[src/rtl/video_timing_gen_if.sv]
// video_timing_gen_if: pacing/scale inputs and timing/fetch outputs of the video timing generator.
// master = the generator, slave = the framebuffer/output side that supplies pix_en and scale.
interface video_timing_gen_if #(
    parameter int ADDR_W = 19
);
    logic              pix_en;
    logic [1:0]        scale;
    logic [9:0]        hpos;
    logic [9:0]        vpos;
    logic              fetch_en;
    logic [ADDR_W-1:0] fetch_addr;
    logic              hsync;
    logic              vsync;
    logic              de;
    logic              frame_start;
    logic              line_start;
    logic              vblank_irq;

    modport master (
        input  pix_en, scale,
        output hpos, vpos, fetch_en, fetch_addr, hsync, vsync, de,
        output frame_start, line_start, vblank_irq
    );

    modport slave (
        output pix_en, scale,
        input  hpos, vpos, fetch_en, fetch_addr, hsync, vsync, de,
        input  frame_start, line_start, vblank_irq
    );
endinterface

[src/rtl/video_timing_gen.sv]
// video_timing_gen: parametrised VGA/DVI sync, framebuffer fetch-address and frame/line/vblank event generator.
// Latency: fetch_addr leads hsync/vsync/de by PIPE_DLY pix_en ticks; no backpressure, pix_en only paces the timing.
module video_timing_gen #(
    parameter int H_ACTIVE = 640,
    parameter int H_FP     = 16,
    parameter int H_SYNC   = 96,
    parameter int H_BP     = 48,
    parameter int V_ACTIVE = 480,
    parameter int V_FP     = 10,
    parameter int V_SYNC   = 2,
    parameter int V_BP     = 33,
    parameter bit HS_POL   = 1'b0,
    parameter bit VS_POL   = 1'b0,
    parameter int PIPE_DLY = 2,
    parameter int ADDR_W   = 19
) (
    input  logic               clk,
    input  logic               reset,
    video_timing_gen_if.master vif
);
    localparam int H_TOTAL = H_ACTIVE + H_FP + H_SYNC + H_BP;
    localparam int V_TOTAL = V_ACTIVE + V_FP + V_SYNC + V_BP;
    localparam int DLY_N   = (PIPE_DLY > 0) ? PIPE_DLY : 1;

    localparam logic [9:0] H_LAST = 10'(H_TOTAL - 1);
    localparam logic [9:0] V_LAST = 10'(V_TOTAL - 1);
    localparam logic [9:0] H_ACT  = 10'(H_ACTIVE);
    localparam logic [9:0] V_ACT  = 10'(V_ACTIVE);
    localparam logic [9:0] HS_BEG = 10'(H_ACTIVE + H_FP);
    localparam logic [9:0] HS_END = 10'(H_ACTIVE + H_FP + H_SYNC - 1);
    localparam logic [9:0] VS_BEG = 10'(V_ACTIVE + V_FP);
    localparam logic [9:0] VS_END = 10'(V_ACTIVE + V_FP + V_SYNC - 1);

    localparam logic [ADDR_W-1:0] LINE_W1 = ADDR_W'(H_ACTIVE);
    localparam logic [ADDR_W-1:0] LINE_W2 = ADDR_W'(H_ACTIVE / 2);
    localparam logic [ADDR_W-1:0] LINE_W4 = ADDR_W'(H_ACTIVE / 4);

    logic [9:0]        hpos_q, hpos_d;
    logic [9:0]        vpos_q, vpos_d;
    logic [1:0]        scale_act_q, scale_act_d;
    logic              fe_q, fe_d;
    logic [ADDR_W-1:0] addr_q, addr_d;
    logic [ADDR_W-1:0] base_q, base_d;
    logic [ADDR_W-1:0] line_w;
    logic [1:0]        rep_mask;
    logic              hs0_q, hs0_d;
    logic              vs0_q, vs0_d;
    logic              fs_q, fs_d;
    logic              ls_q, ls_d;
    logic              vb_q, vb_d;
    logic [2:0]        dly_q [DLY_N];
    logic [2:0]        tap;

    always_comb begin
        hpos_d      = hpos_q;
        vpos_d      = vpos_q;
        scale_act_d = scale_act_q;
        fe_d        = fe_q;
        addr_d      = addr_q;
        base_d      = base_q;
        hs0_d       = hs0_q;
        vs0_d       = vs0_q;
        fs_d        = 1'b0;
        ls_d        = 1'b0;
        vb_d        = 1'b0;
        rep_mask    = 2'd0;
        line_w      = LINE_W1;

        if (vif.pix_en) begin
            hpos_d = (hpos_q == H_LAST) ? 10'd0 : hpos_q + 10'd1;
            if (hpos_q == H_LAST) begin
                vpos_d = (vpos_q == V_LAST) ? 10'd0 : vpos_q + 10'd1;
            end
            // Replication factor only changes on the tick that starts a frame.
            if (hpos_d == 10'd0 && vpos_d == 10'd0) begin
                scale_act_d = (vif.scale == 2'd0) ? 2'd0 : ((vif.scale == 2'd1) ? 2'd1 : 2'd2);
            end
        end

        case (scale_act_d)
            2'd0:    begin rep_mask = 2'd0; line_w = LINE_W1; end
            2'd1:    begin rep_mask = 2'd1; line_w = LINE_W2; end
            default: begin rep_mask = 2'd3; line_w = LINE_W4; end
        endcase

        if (vif.pix_en) begin
            fe_d = (hpos_d < H_ACT) && (vpos_d < V_ACT);

            // Line base steps by one source line each time the low vpos bits wrap.
            if (hpos_d == 10'd0 && vpos_d < V_ACT) begin
                if (vpos_d == 10'd0) begin
                    base_d = '0;
                end else if ((vpos_d[1:0] & rep_mask) == 2'd0) begin
                    base_d = base_q + line_w;
                end
            end

            if (fe_d) begin
                if (hpos_d == 10'd0) begin
                    addr_d = base_d;
                end else if ((hpos_d[1:0] & rep_mask) == 2'd0) begin
                    addr_d = addr_q + ADDR_W'(1);
                end
            end

            hs0_d = (hpos_d >= HS_BEG) && (hpos_d <= HS_END);
            vs0_d = (vpos_d >= VS_BEG) && (vpos_d <= VS_END);
            fs_d  = (hpos_d == 10'd0) && (vpos_d == 10'd0);
            ls_d  = (hpos_d == 10'd0) && (vpos_d < V_ACT);
            vb_d  = (hpos_d == 10'd0) && (vpos_d == V_ACT);
        end
    end

    always_ff @(posedge clk or posedge reset) begin
        if (reset) begin
            hpos_q      <= H_LAST;
            vpos_q      <= V_LAST;
            scale_act_q <= 2'd0;
            fe_q        <= 1'b0;
            addr_q      <= '0;
            base_q      <= '0;
            hs0_q       <= 1'b0;
            vs0_q       <= 1'b0;
            fs_q        <= 1'b0;
            ls_q        <= 1'b0;
            vb_q        <= 1'b0;
            for (int i = 0; i < DLY_N; i++) begin
                dly_q[i] <= 3'b000;
            end
        end else begin
            hpos_q      <= hpos_d;
            vpos_q      <= vpos_d;
            scale_act_q <= scale_act_d;
            fe_q        <= fe_d;
            addr_q      <= addr_d;
            base_q      <= base_d;
            hs0_q       <= hs0_d;
            vs0_q       <= vs0_d;
            fs_q        <= fs_d;
            ls_q        <= ls_d;
            vb_q        <= vb_d;
            if (vif.pix_en) begin
                dly_q[0] <= {hs0_q, vs0_q, fe_q};
                for (int i = 1; i < DLY_N; i++) begin
                    dly_q[i] <= dly_q[i-1];
                end
            end
        end
    end

    // Delay-line entries hold unpolarised {hsync, vsync, de} activity flags.
    assign tap = (PIPE_DLY == 0) ? {hs0_q, vs0_q, fe_q} : dly_q[DLY_N-1];

    assign vif.hpos        = hpos_q;
    assign vif.vpos        = vpos_q;
    assign vif.fetch_en    = fe_q;
    assign vif.fetch_addr  = addr_q;
    assign vif.hsync       = tap[2] ? HS_POL : ~HS_POL;
    assign vif.vsync       = tap[1] ? VS_POL : ~VS_POL;
    assign vif.de          = tap[0];
    assign vif.frame_start = fs_q;
    assign vif.line_start  = ls_q;
    assign vif.vblank_irq  = vb_q;
endmodule

[src/flat_wrapper.sv]
// flat-port wrapper written by rule: the top's interface ports become plain ports
module video_timing_gen_flat 
#(
    parameter int H_ACTIVE = 640,
    parameter int H_FP     = 16,
    parameter int H_SYNC   = 96,
    parameter int H_BP     = 48,
    parameter int V_ACTIVE = 480,
    parameter int V_FP     = 10,
    parameter int V_SYNC   = 2,
    parameter int V_BP     = 33,
    parameter bit HS_POL   = 1'b0,
    parameter bit VS_POL   = 1'b0,
    parameter int PIPE_DLY = 2,
    parameter int ADDR_W   = 19
)
  (clk, reset, vif_pix_en, vif_scale, vif_hpos, vif_vpos, vif_fetch_en, vif_fetch_addr, vif_hsync, vif_vsync, vif_de, vif_frame_start, vif_line_start, vif_vblank_irq);
  video_timing_gen_if #(.ADDR_W(ADDR_W)) vif_i ();
  input  logic clk;
  input  logic reset;
  input wire logic [$bits(vif_i.pix_en)-1:0] vif_pix_en;
  input wire logic [$bits(vif_i.scale)-1:0] vif_scale;
  output wire logic [$bits(vif_i.hpos)-1:0] vif_hpos;
  output wire logic [$bits(vif_i.vpos)-1:0] vif_vpos;
  output wire logic [$bits(vif_i.fetch_en)-1:0] vif_fetch_en;
  output wire logic [$bits(vif_i.fetch_addr)-1:0] vif_fetch_addr;
  output wire logic [$bits(vif_i.hsync)-1:0] vif_hsync;
  output wire logic [$bits(vif_i.vsync)-1:0] vif_vsync;
  output wire logic [$bits(vif_i.de)-1:0] vif_de;
  output wire logic [$bits(vif_i.frame_start)-1:0] vif_frame_start;
  output wire logic [$bits(vif_i.line_start)-1:0] vif_line_start;
  output wire logic [$bits(vif_i.vblank_irq)-1:0] vif_vblank_irq;
  assign vif_i.pix_en = vif_pix_en;
  assign vif_i.scale = vif_scale;
  assign vif_hpos = vif_i.hpos;
  assign vif_vpos = vif_i.vpos;
  assign vif_fetch_en = vif_i.fetch_en;
  assign vif_fetch_addr = vif_i.fetch_addr;
  assign vif_hsync = vif_i.hsync;
  assign vif_vsync = vif_i.vsync;
  assign vif_de = vif_i.de;
  assign vif_frame_start = vif_i.frame_start;
  assign vif_line_start = vif_i.line_start;
  assign vif_vblank_irq = vif_i.vblank_irq;
  video_timing_gen #(.H_ACTIVE(H_ACTIVE), .H_FP(H_FP), .H_SYNC(H_SYNC), .H_BP(H_BP), .V_ACTIVE(V_ACTIVE), .V_FP(V_FP), .V_SYNC(V_SYNC), .V_BP(V_BP), .HS_POL(HS_POL), .VS_POL(VS_POL), .PIPE_DLY(PIPE_DLY), .ADDR_W(ADDR_W)) u_core (.clk(clk), .reset(reset), .vif(vif_i));
endmodule
[config.mk]
export PLATFORM = sky130hd
export DESIGN_NAME = video_timing_gen_flat
export DESIGN_NICKNAME = d
export VERILOG_FILES = /design/src/rtl/video_timing_gen_if.sv /design/src/rtl/video_timing_gen.sv /design/src/flat_wrapper.sv
export SDC_FILE = /design/constraint.sdc
export NUM_CORES = 1
export LEC_CHECK = 0
export CAP_MARGIN = 20
export CORE_UTILIZATION = 25
export CTS_CLUSTER_DIAMETER = 40
export DETAILED_ROUTE_END_ITERATION = 10
export PLACE_DENSITY_LB_ADDON = 0.1
export SETUP_SLACK_MARGIN = 0.5
export SKIP_CTS_REPAIR_TIMING = 1
export SLEW_MARGIN = 20
export SYNTH_ARGS = -nofsm -noshare
export SYNTH_HDL_FRONTEND = slang
export SYNTH_SLANG_ARGS = --single-unit
[constraint.sdc]
create_clock -name clk -period 11 [get_ports clk]
set_clock_uncertainty 0.2 [all_clocks]
set_input_delay 2.2 -clock clk [delete_from_list [all_inputs] [get_ports clk]]
set_output_delay 2.2 -clock clk [all_outputs]
set_load 0.05 [all_outputs]
==> impl_metrics.json, run 1 <==
{
  "max-vdd-ir-drop_mv": 0.0709,
  "cts-root-buf": "clkbuf_16",
  "syn_avg_cell_area_um2": 8.69,
  "ys_async_sr_fraction": 1.00,
  "syn_nets": 597,
  "viasPerCell": 5.21,
  "synth_mux_area_frac": 0.0342,
  "place_congestion": 0.822,
  "drive_gt1_frac": 0.110,
  "setup_slack_ns": 4.20,
  "post-dp-hpwl_mm": 10.6,
  "rsz0062_at_grt": "false",
  "worst_slew_pin_slew_ns": 0.992,
  "r2r_end": "u_core.vif.fetch_addr[10]",
  "slowest_delay_ns": 0.56,
  "grt_start_max_net_pins": 73,
  "finalWirelength_mm": 15.4,
  "crit_fanout": 42,
  "crit_type": "in2reg",
  "fin_util": 0.308,
  "grt_pass1_vias": 4507,
  "crit_end": "u_core.vif.fetch_addr[10]",
  "finalSetupViolCount": 0,
  "switching_share": 0.366,
  "cap_violations": 0,
  "start_util": 0.257,
  "worst_ep_arrival_time_ns": 6.83,
  "final_common_cell": "dfrtp_1",
  "cts_buffers": 9,
  "regToRegStartpoint": "u_core.vif.hpos[0]",
  "cts.sinks": 72,
  "antennaDiodeCount": 0,
  "finalHoldViolations": 0,
  "route.detailed.drc": 0,
  "synth_cell_types": 84,
  "wire_per_inst_um": 17.6,
  "port_buffers": 50,
  "finalCriticalPeriod_ns": 6.80,
  "core-area_mm2": 0.0197,
  "synth-edff-count": 0,
  "power_frac_clock": 0.351,
  "fillCellCount": 2113,
  "num_vias": 4556,
  "pwr-share-comb": 0.262,
  "period_share": 0.618,
  "slew_headroom": 0.339,
  "die_area_mm2": 0.0208,
  "critPathLaunchType": "primary input",
  "cts.path.max_buffers": 2,
  "overflow": 0,
  "crit_required_ns": 11.03,
  "power.density_mw_per_mm2": 150,
  "min_path_type": "reg2reg",
  "slew_viol_final": 0,
  "crit_slowest_cell": "nor4_1",
  "grt_pass1_wl_mm": 25.1,
  "placed_cells": 859,
  "synthAdderAreaFrac": 0.0287,
  "yosys.area_share.simple": 0.251,
  "area_growth_pct": 19.8,
  "synth-seq-cells": 72,
  "clkTransAtPathRegs_ns": 0.06,
  "drt_first_pass_iters": 5,
  "p_sw_mw": 0.333,
  "yosysWarningCount": 0,
  "clock_latency_ns": 0.34,
  "setup_tns_ns": 0,
  "boundaryPins": 51,
  "total_leakage_power_nw": 2.35,
  "synth_seq_area_share": 0.359,
  "crit_chain": "clkdlybuf4s50_1, buf_4, nand2_1, a211oi_1, o211ai_1, nor4_1, nand2_1, mux2_2, nand2b_1, inv_1, ha_1, a21o_1, a21oi_1, o21bai_1, a21oi_1, nor3_4, xnor2_1, nor2_1, o32a_1",
  "antenna_found_initial": 0,
  "fmax_ghz": 0.147,
  "synthXorXnorAreaFrac": 0.0431,
  "post_dp_cell_area_mm2": 0.00572,
  "die_w_um": 144,
  "status": "complete, no violations",
  "reg2regPathDepth": 19,
  "layout_common_cells": "dfrtp_1, nand2_1, clkdlybuf4s50_1",
  "syn_inst": 581,
  "worst-r2r-setup-slack_ns": 5.10,
  "h-tree-depth": 3,
  "syn_area_mm2": 0.00505,
  "cts_tree": "yes",
  "dieHeight_um": 144,
  "layout.cells.non_filler": 875,
  "design_area_mm2": 0.00605,
  "track_usage": 0.158,
  "synth_compound_area_frac": 0.222,
  "fin_nets": 621,
  "num_rows": 51,
  "postRouteAntennaNets": 0,
  "ys.flop_type": "dfrtp_1",
  "crit_path_start": "vif_pix_en",
  "pre_cts_slack_ns": 3.85,
  "synth_top_family_by_area": "simple AND/OR/NAND/NOR gates",
  "first_iter_violations": 313,
  "p_int_mw": 0.577,
  "p_seq_frac": 0.387,
  "endpoint_kind": "register"
}
logic make-up (layout without fill, tap and decap cells):
group / after synthesis / in the layout
buf+inv: 73 / 102
simple gates: 216 / 216
flops: 72 / 72
mux: 16 / 16
xor+xnor: 24 / 24
fa+ha+maj: 11 / 11
compound gates: 169 / 169
synthesized netlist by cell type, drive strengths merged, types with 3 or more instances:
cell type / number / area share
o21ai: 51 / 0.051
nor2: 38 / 0.030
clkbuf: 25 / 0.019
o21bai: 4 / 0.0059
nand4: 14 / 0.022
o41ai: 3 / 0.0052
or3: 5 / 0.0062
and3: 12 / 0.015
and2: 5 / 0.0062
nor4: 12 / 0.026
o211ai: 3 / 0.0045
ha: 10 / 0.025
buf: 16 / 0.019
inv: 32 / 0.024
mux2i: 6 / 0.012
a31oi: 10 / 0.014
a32oi: 5 / 0.0087
dfrtp: 62 / 0.31
nor3: 14 / 0.018
xor2: 7 / 0.012
nor4b: 5 / 0.015
or4b: 3 / 0.0067
a22oi: 3 / 0.0045
a21o: 7 / 0.010
o32a: 5 / 0.0099
o22ai: 6 / 0.0074
o31ai: 10 / 0.015
nor2b: 6 / 0.0074
mux2: 10 / 0.022
and4: 5 / 0.0087
a21oi: 31 / 0.031
dfstp: 10 / 0.052
xnor2: 17 / 0.031
nand3: 31 / 0.031
nand2b: 5 / 0.0062
nand2: 55 / 0.042
layout make-up:
cell class                      instances  area, um2  share of cell area
Inverter                               32        120              0.0199
Multi-Input combinational cell        436       2930               0.484
Clock buffer                           13        270              0.0447
Tap cell                              265        332              0.0548
Timing Repair Buffer                   54        534              0.0884
Clock inverter                          3       47.5             0.00786
Sequential cell                        72       1810               0.300
per-layer routing:
| layer | routed length (um) | track usage |
|---|---|---|
| met4 | 184 | 0.0403 |
| met2 | 7220 | 0.256 |
| met1 | 7270 | 0.210 |
| met5 | 0 | 0 |
| met3 | 712 | 0.0358 |
registers in the layout, summed over array words and instances, names as in the netlist, 2 cells and up:
signal,count
u_core.base_q,19
u_core.vif.fetch_addr,19
u_core.vif.hpos,10
u_core.vif.vpos,10
u_core.dly_q,3
u_core.tap,3
u_core.scale_act_q,2
stage by stage:
| step | hold WS (ns) | power (mW) |
|---|---|---|
| after floorplan | 0.249 | 0.522 |
| after global placement | 0.277 | 0.596 |
| after detailed placement | 0.282 | 0.597 |
| after CTS | 0.299 | 0.925 |
| after global routing | 0.320 | 0.961 |
| final | 0.297 | 0.910 |
power groups by stage:
stage / combinational, mW / clock, mW / sequential [mW]
after floorplan: 0.127 / 0 / 0.395
after global placement: 0.238 / 0 / 0.357
after detailed placement: 0.240 / 0 / 0.357
after CTS: 0.241 / 0.332 / 0.352
after global routing: 0.258 / 0.343 / 0.360
final: 0.239 / 0.319 / 0.352
critical path: cells and delay by family:
kind / cells / cell delay, ns
compound gates: 7 / 1.63
xor+xnor: 1 / 0.18
fa+ha+maj: 1 / 0.23
buf+inv: 3 / 0.93
mux: 1 / 0.34
simple gates: 6 / 1.31
how the worst min path moves through the flow:
stage | start | end | slack (ns) | cells after the start
2_1_floorplan | u_core.dly_q[4] | u_core.tap[1] | 0.25 | 2
3_3_place_gp | u_core.dly_q[5] | u_core.tap[2] | 0.28 | 2
3_5_place_dp | u_core.hs0_q | u_core.hs0_q | 0.28 | 1
4_1_cts | u_core.hs0_q | u_core.hs0_q | 0.30 | 1
5_1_grt | u_core.hs0_q | u_core.hs0_q | 0.32 | 1
6_report | u_core.hs0_q | u_core.hs0_q | 0.30 | 1
Note: power is estimated with default switching activity, not from simulation.
==> inputs of run 2 (changes only) <==
==> constraint.sdc (replaced) <==
create_clock -name clk -period 5.8 [get_ports clk]
set_clock_uncertainty 0.2 [all_clocks]
set_input_delay 1.16 -clock clk [delete_from_list [all_inputs] [get_ports clk]]
set_output_delay 1.16 -clock clk [all_outputs]
set_load 0.05 [all_outputs]
==> run 2 against run 1 <==
Net effect: final cell count is 2.1% higher; critical path depth down 1; flip-flop and latch count unchanged; first-iteration DRC count down 21%; register-to-register slack got worse by 4.4 ns; die area unchanged; non-clock buffer count rose by 18; sequential power grew 81%; worst setup slack got worse by 3.5 ns; via count grew 0.33%; design area up 2.3%; critical endpoint is now u_core.vif.fetch_addr[17]; largest cell class unchanged; highest routed layer unchanged.
==> impl_metrics.json, run 2 (synthesis gave the netlist of run 1 again) <==
{
  "cts_tree": "yes",
  "pwr-share-comb": 0.292,
  "start_util": 0.257,
  "period_share": 0.874,
  "route.detailed.drc": 0,
  "post-dp-hpwl_mm": 11.2,
  "clkTransAtPathRegs_ns": 0.06,
  "crit_type": "reg2reg",
  "max-vdd-ir-drop_mv": 0.188,
  "status": "complete, no violations",
  "first_iter_violations": 247,
  "regToRegStartpoint": "u_core.vif.hpos[8]",
  "crit_path_start": "u_core.vif.hpos[8]",
  "final_common_cell": "dfrtp_1",
  "postRouteAntennaNets": 0,
  "num_vias": 4571,
  "p_seq_frac": 0.372,
  "h-tree-depth": 3,
  "viasPerCell": 5.12,
  "switching_share": 0.374,
  "fin_nets": 639,
  "finalCriticalPeriod_ns": 5.07,
  "crit_fanout": 11,
  "critPathLaunchType": "register",
  "antennaDiodeCount": 0,
  "min_path_type": "reg2reg",
  "r2r_end": "u_core.vif.fetch_addr[17]",
  "grt_start_max_net_pins": 44,
  "slew_headroom": 0.454,
  "drt_first_pass_iters": 5,
  "port_buffers": 50,
  "cts.sinks": 72,
  "power_frac_clock": 0.336,
  "worst-r2r-setup-slack_ns": 0.73,
  "cts_buffers": 9,
  "fillCellCount": 2106,
  "power.density_mw_per_mm2": 276,
  "die_area_mm2": 0.0208,
  "placed_cells": 876,
  "fmax_ghz": 0.197,
  "crit_end": "u_core.vif.fetch_addr[17]",
  "worst_slew_pin_slew_ns": 0.817,
  "crit_required_ns": 5.83,
  "grt_pass1_vias": 4495,
  "boundaryPins": 51,
  "overflow": 0,
  "cap_violations": 0,
  "track_usage": 0.158,
  "rsz0062_at_grt": "true",
  "grt_pass1_wl_mm": 24.8,
  "wire_per_inst_um": 17.7,
  "p_sw_mw": 0.640,
  "cts.path.max_buffers": 2,
  "finalWirelength_mm": 15.8,
  "place_congestion": 0.846,
  "finalSetupViolCount": 0,
  "worst_ep_arrival_time_ns": 5.10,
  "area_growth_pct": 22.6,
  "p_int_mw": 1.07,
  "layout_common_cells": "dfrtp_1, nand2_1, clkdlybuf4s50_1",
  "slew_viol_final": 0,
  "antenna_found_initial": 0,
  "cts-root-buf": "clkbuf_16",
  "endpoint_kind": "register",
  "setup_tns_ns": 0,
  "clock_latency_ns": 0.35,
  "layout.cells.non_filler": 893,
  "core-area_mm2": 0.0197,
  "setup_slack_ns": 0.731,
  "drive_gt1_frac": 0.145,
  "finalHoldViolations": 0,
  "reg2regPathDepth": 18,
  "pre_cts_slack_ns": 0.334,
  "num_rows": 51,
  "dieHeight_um": 144,
  "die_w_um": 144,
  "total_leakage_power_nw": 2.42
}
[run 2: cell count changes in the layout (fill, tap and decap cells not counted), moves of 2 or more]
cell | before | now
buf_4 | 3 | 22
clkbuf_8 | 3 | 0
clkinvlp_4 | 0 | 3
a21oi_1 | 31 | 29
a21oi_2 | 0 | 2
ha_1 | 10 | 8
ha_2 | 0 | 2
[run 2: final cells by class]
cell class,instances,area (um2),share of cell area
Tap cell,265,332,0.0536
Multi-Input combinational cell,436,2950,0.477
Timing Repair Buffer,72,666,0.108
Sequential cell,72,1820,0.293
Clock buffer,10,229,0.0370
Inverter,32,121,0.0196
Clock inverter,6,70.1,0.0113
[run 2: critical path, cell delays in order (launching register included)]
cell	delay (ns)
dfstp_2	0.63
or4b_4	0.56
o31a_1	0.31
o22ai_1	0.15
o211ai_1	0.12
nor4_1	0.32
buf_4	0.17
nand2_1	0.12
mux2_2	0.31
nand2b_1	0.21
fa_1	0.45
inv_1	0.08
a21oi_1	0.06
o21bai_1	0.23
a21oi_2	0.17
nor4_2	0.30
xnor2_1	0.20
nor2_1	0.08
o32a_1	0.29
[run 2: worst min path at each step]
stage                         start             to  slack [ns]  cells past startpoint
global route        u_core.dly_q[5]  u_core.tap[2]        0.31                      2
detailed placement  u_core.dly_q[5]  u_core.tap[2]        0.28                      2
finish              u_core.dly_q[5]  u_core.tap[2]        0.29                      2
CTS                 u_core.dly_q[5]  u_core.tap[2]        0.30                      2
floorplan           u_core.dly_q[4]  u_core.tap[1]        0.25                      2
global placement    u_core.dly_q[5]  u_core.tap[2]        0.28                      2
[run 2: routing by layer]
layer,vias up,track usage,part of all wire
li1,2226,-,-
met1,2229,0.207,0.48
met2,94,0.260,0.46
met3,22,0.0348,0.039
met4,0,0.0437,0.014
met5,-,0,0
[run 2: power groups by stage]
stage          sequential, mW  combinational, mW  clock [mW]
2_1_floorplan           0.748              0.242           0
3_3_place_gp            0.643              0.499           0
3_5_place_dp            0.645              0.499           0
4_1_cts                 0.636              0.502       0.599
5_1_grt                 0.646              0.536       0.618
6_report                0.636              0.499       0.574
[run 2: per-stage QoR]
step	hold slack (ns)	util	power, mW	area [um2]
2_1_floorplan	0.249	-	0.990	5050
4_1_cts	0.296	0.313	1.74	6150
3_3_place_gp	0.275	0.298	1.14	5850
5_1_grt	0.313	0.315	1.80	6190
6_report	0.293	0.315	1.71	6190
3_5_place_dp	0.280	0.298	1.14	5850
==> inputs of run 3 (changes only) <==
--- a/config.mk
+++ b/config.mk
@@ -9,6 +9,7 @@
 export CORE_UTILIZATION = 25
 export CTS_CLUSTER_DIAMETER = 40
 export DETAILED_ROUTE_END_ITERATION = 10
+export GPL_TIMING_DRIVEN = 0
 export PLACE_DENSITY_LB_ADDON = 0.1
 export SETUP_SLACK_MARGIN = 0.5
 export SKIP_CTS_REPAIR_TIMING = 1
==> constraint.sdc (replaced) <==
create_clock -name clk -period 4.92 [get_ports clk]
set_clock_uncertainty 0.2 [all_clocks]
set_input_delay 0.984 -clock clk [delete_from_list [all_inputs] [get_ports clk]]
set_output_delay 0.984 -clock clk [all_outputs]
set_load 0.05 [all_outputs]
==> run 3 against run 2 <==
Net effect: combinational power rose by 37%; highest routed layer unchanged; largest cell class unchanged; critical path type unchanged; largest power group is now clock; clock power grew 35%; fmax grew 4.2%.
==> impl_metrics.json, run 3 (synthesis gave the netlist of run 1 again) <==
{
  "status": "complete, no violations",
  "cts_buffers": 9,
  "critPathLaunchType": "register",
  "pre_cts_slack_ns": -0.838,
  "slew_viol_final": 0,
  "area_growth_pct": 31.3,
  "slew_headroom": 0.555,
  "critical_path_buf_inv_count": 2,
  "p_seq_frac": 0.330,
  "antenna_found_initial": 0,
  "layout.cells.non_filler": 931,
  "setup_tns_ns": 0,
  "slowest_delay_ns": 0.68,
  "die_area_mm2": 0.0208,
  "period_share": 0.988,
  "worst_slew_pin_slew_ns": 0.668,
  "endpoint_kind": "register",
  "route.detailed.drc": 0,
  "grt_start_max_net_pins": 42,
  "cts-root-buf": "clkbuf_16",
  "power_mw": 2.18,
  "boundaryPins": 51,
  "track_usage": 0.170,
  "post_dp_cell_area_mm2": 0.00600,
  "switching_share": 0.355,
  "antennaDiodeCount": 0,
  "p_int_mw": 1.40,
  "crit_required_ns": 4.95,
  "dieHeight_um": 144,
  "die_w_um": 144,
  "cts_tree": "yes",
  "core-area_mm2": 0.0197,
  "cts.sinks": 72,
  "postRouteAntennaNets": 0,
  "worst_ep_arrival_time_ns": 4.90,
  "cts.path.max_buffers": 2,
  "total_leakage_power_nw": 2.60,
  "start_util": 0.257,
  "finalCriticalPeriod_ns": 4.86,
  "first_iter_violations": 346,
  "crit_chain": "ha_4, buf_6, nand4_1, o31a_1, o22ai_2, o211ai_1, nor4_4, nand2_2, mux2_4, nand2b_4, inv_1, ha_1, a21o_1, a21oi_2, o21bai_2, a21oi_4, nor3_4, xnor2_2, nor2_1, o32a_1",
  "p_sw_mw": 0.773,
  "grt_pass1_vias": 4674,
  "post-dp-hpwl_mm": 12.1,
  "rsz0062_at_grt": "true",
  "fillCellCount": 2120,
  "viasPerCell": 5.17,
  "layout_common_cells": "dfrtp_1, nand2_1, clkdlybuf4s50_1",
  "crit_slowest_cell": "dfstp_4",
  "pwr-share-comb": 0.315,
  "design_area_mm2": 0.00663,
  "clock_latency_ns": 0.35,
  "cp_top_family": "compound AO/OA/AOI/OAI gates",
  "finalHoldViolations": 0,
  "fmax_ghz": 0.206,
  "worstHoldStart": "u_core.dly_q[4]",
  "drt_first_pass_iters": 5,
  "wire_per_inst_um": 18.0,
  "power_frac_clock": 0.355,
  "cap_violations": 0,
  "regToRegStartpoint": "u_core.vif.hpos[0]",
  "fin_util": 0.337,
  "hold_slack_ns": 0.295,
  "num_vias": 4812,
  "crit_fanout": 8,
  "overflow": 0,
  "drive_gt1_frac": 0.192,
  "crit_path_start": "u_core.vif.hpos[0]",
  "h-tree-depth": 3,
  "grt_pass1_wl_mm": 26.8,
  "setup_slack_ns": 0.0575,
  "power.density_mw_per_mm2": 328,
  "min_path_type": "reg2reg",
  "fin_nets": 677,
  "placed_cells": 897,
  "num_rows": 51,
  "place_congestion": 0.869,
  "finalSetupViolCount": 0,
  "clkTransAtPathRegs_ns": 0.06,
  "final_common_cell": "dfrtp_1",
  "crit_type": "reg2reg",
  "finalWirelength_mm": 16.8,
  "port_buffers": 50,
  "max-vdd-ir-drop_mv": 0.183
}
run 3: cell count changes in the layout (fill, tap and decap cells not counted), sizes merged:
cell	previous run	this run
bufinv	1	3
dlymetal6s2s	0	1
buf	22	36
clkdlybuf4s50	50	49
inv	31	32
clkinvlp	3	1
clkbuf	10	33
run 3: cell type report:
cell class | count | area [um2] | area share
Timing Repair Buffer | 69 | 662 | 0.0999
Multi-Input combinational cell | 436 | 3110 | 0.469
Clock buffer | 9 | 225 | 0.0340
Tap cell | 265 | 332 | 0.0500
Buffer | 41 | 234 | 0.0353
Inverter | 32 | 123 | 0.0185
Clock inverter | 7 | 120 | 0.0181
Sequential cell | 72 | 1820 | 0.275
run 3: path summary, 6_finish.rpt:
path | end | slack [ns] | cells after the start
min in group asynchronous | u_core.vif.vpos[8] | 0.86 | 2
worst min-delay path | u_core.tap[1] | 0.29 | 2
worst max register to register | u_core.vif.fetch_addr[10] | 0.06 | 20
worst max-delay path | u_core.vif.fetch_addr[10] | 0.06 | 20
worst min register to register | u_core.tap[1] | 0.29 | 2
max in group asynchronous | u_core.vif.hpos[4] | 3.00 | 3
run 3: power by group through the flow:
stage,Combinational (mW),Clock [mW],Sequential (mW)
floorplan,0.294,0,0.889
global placement,0.651,0,0.730
detailed placement,0.652,0,0.731
CTS,0.656,0.803,0.721
global route,0.742,0.816,0.728
finish,0.685,0.774,0.718
run 3: routing by layer:
| layer | global-route usage | up-vias | part of all wire |
|---|---|---|---|
| met1 | 0.231 | 2379 | 0.48 |
| met2 | 0.271 | 104 | 0.47 |
| met5 | 0 | - | 0 |
| met4 | 0.0543 | 0 | 0.016 |
| li1 | - | 2309 | - |
| met3 | 0.0328 | 20 | 0.035 |
run 3: worst reg2reg max path, delay by kind of cell (launching register included):
family,cells,cell delay [ns]
XOR/XNOR,1,0.17
multiplexers,1,0.34
buffers and inverters,2,0.20
adder cells (fa/ha/maj),2,0.37
AO/OA/AOI/OAI,8,1.66
flip-flops,1,0.68
AND/OR/NAND/NOR,6,1.14
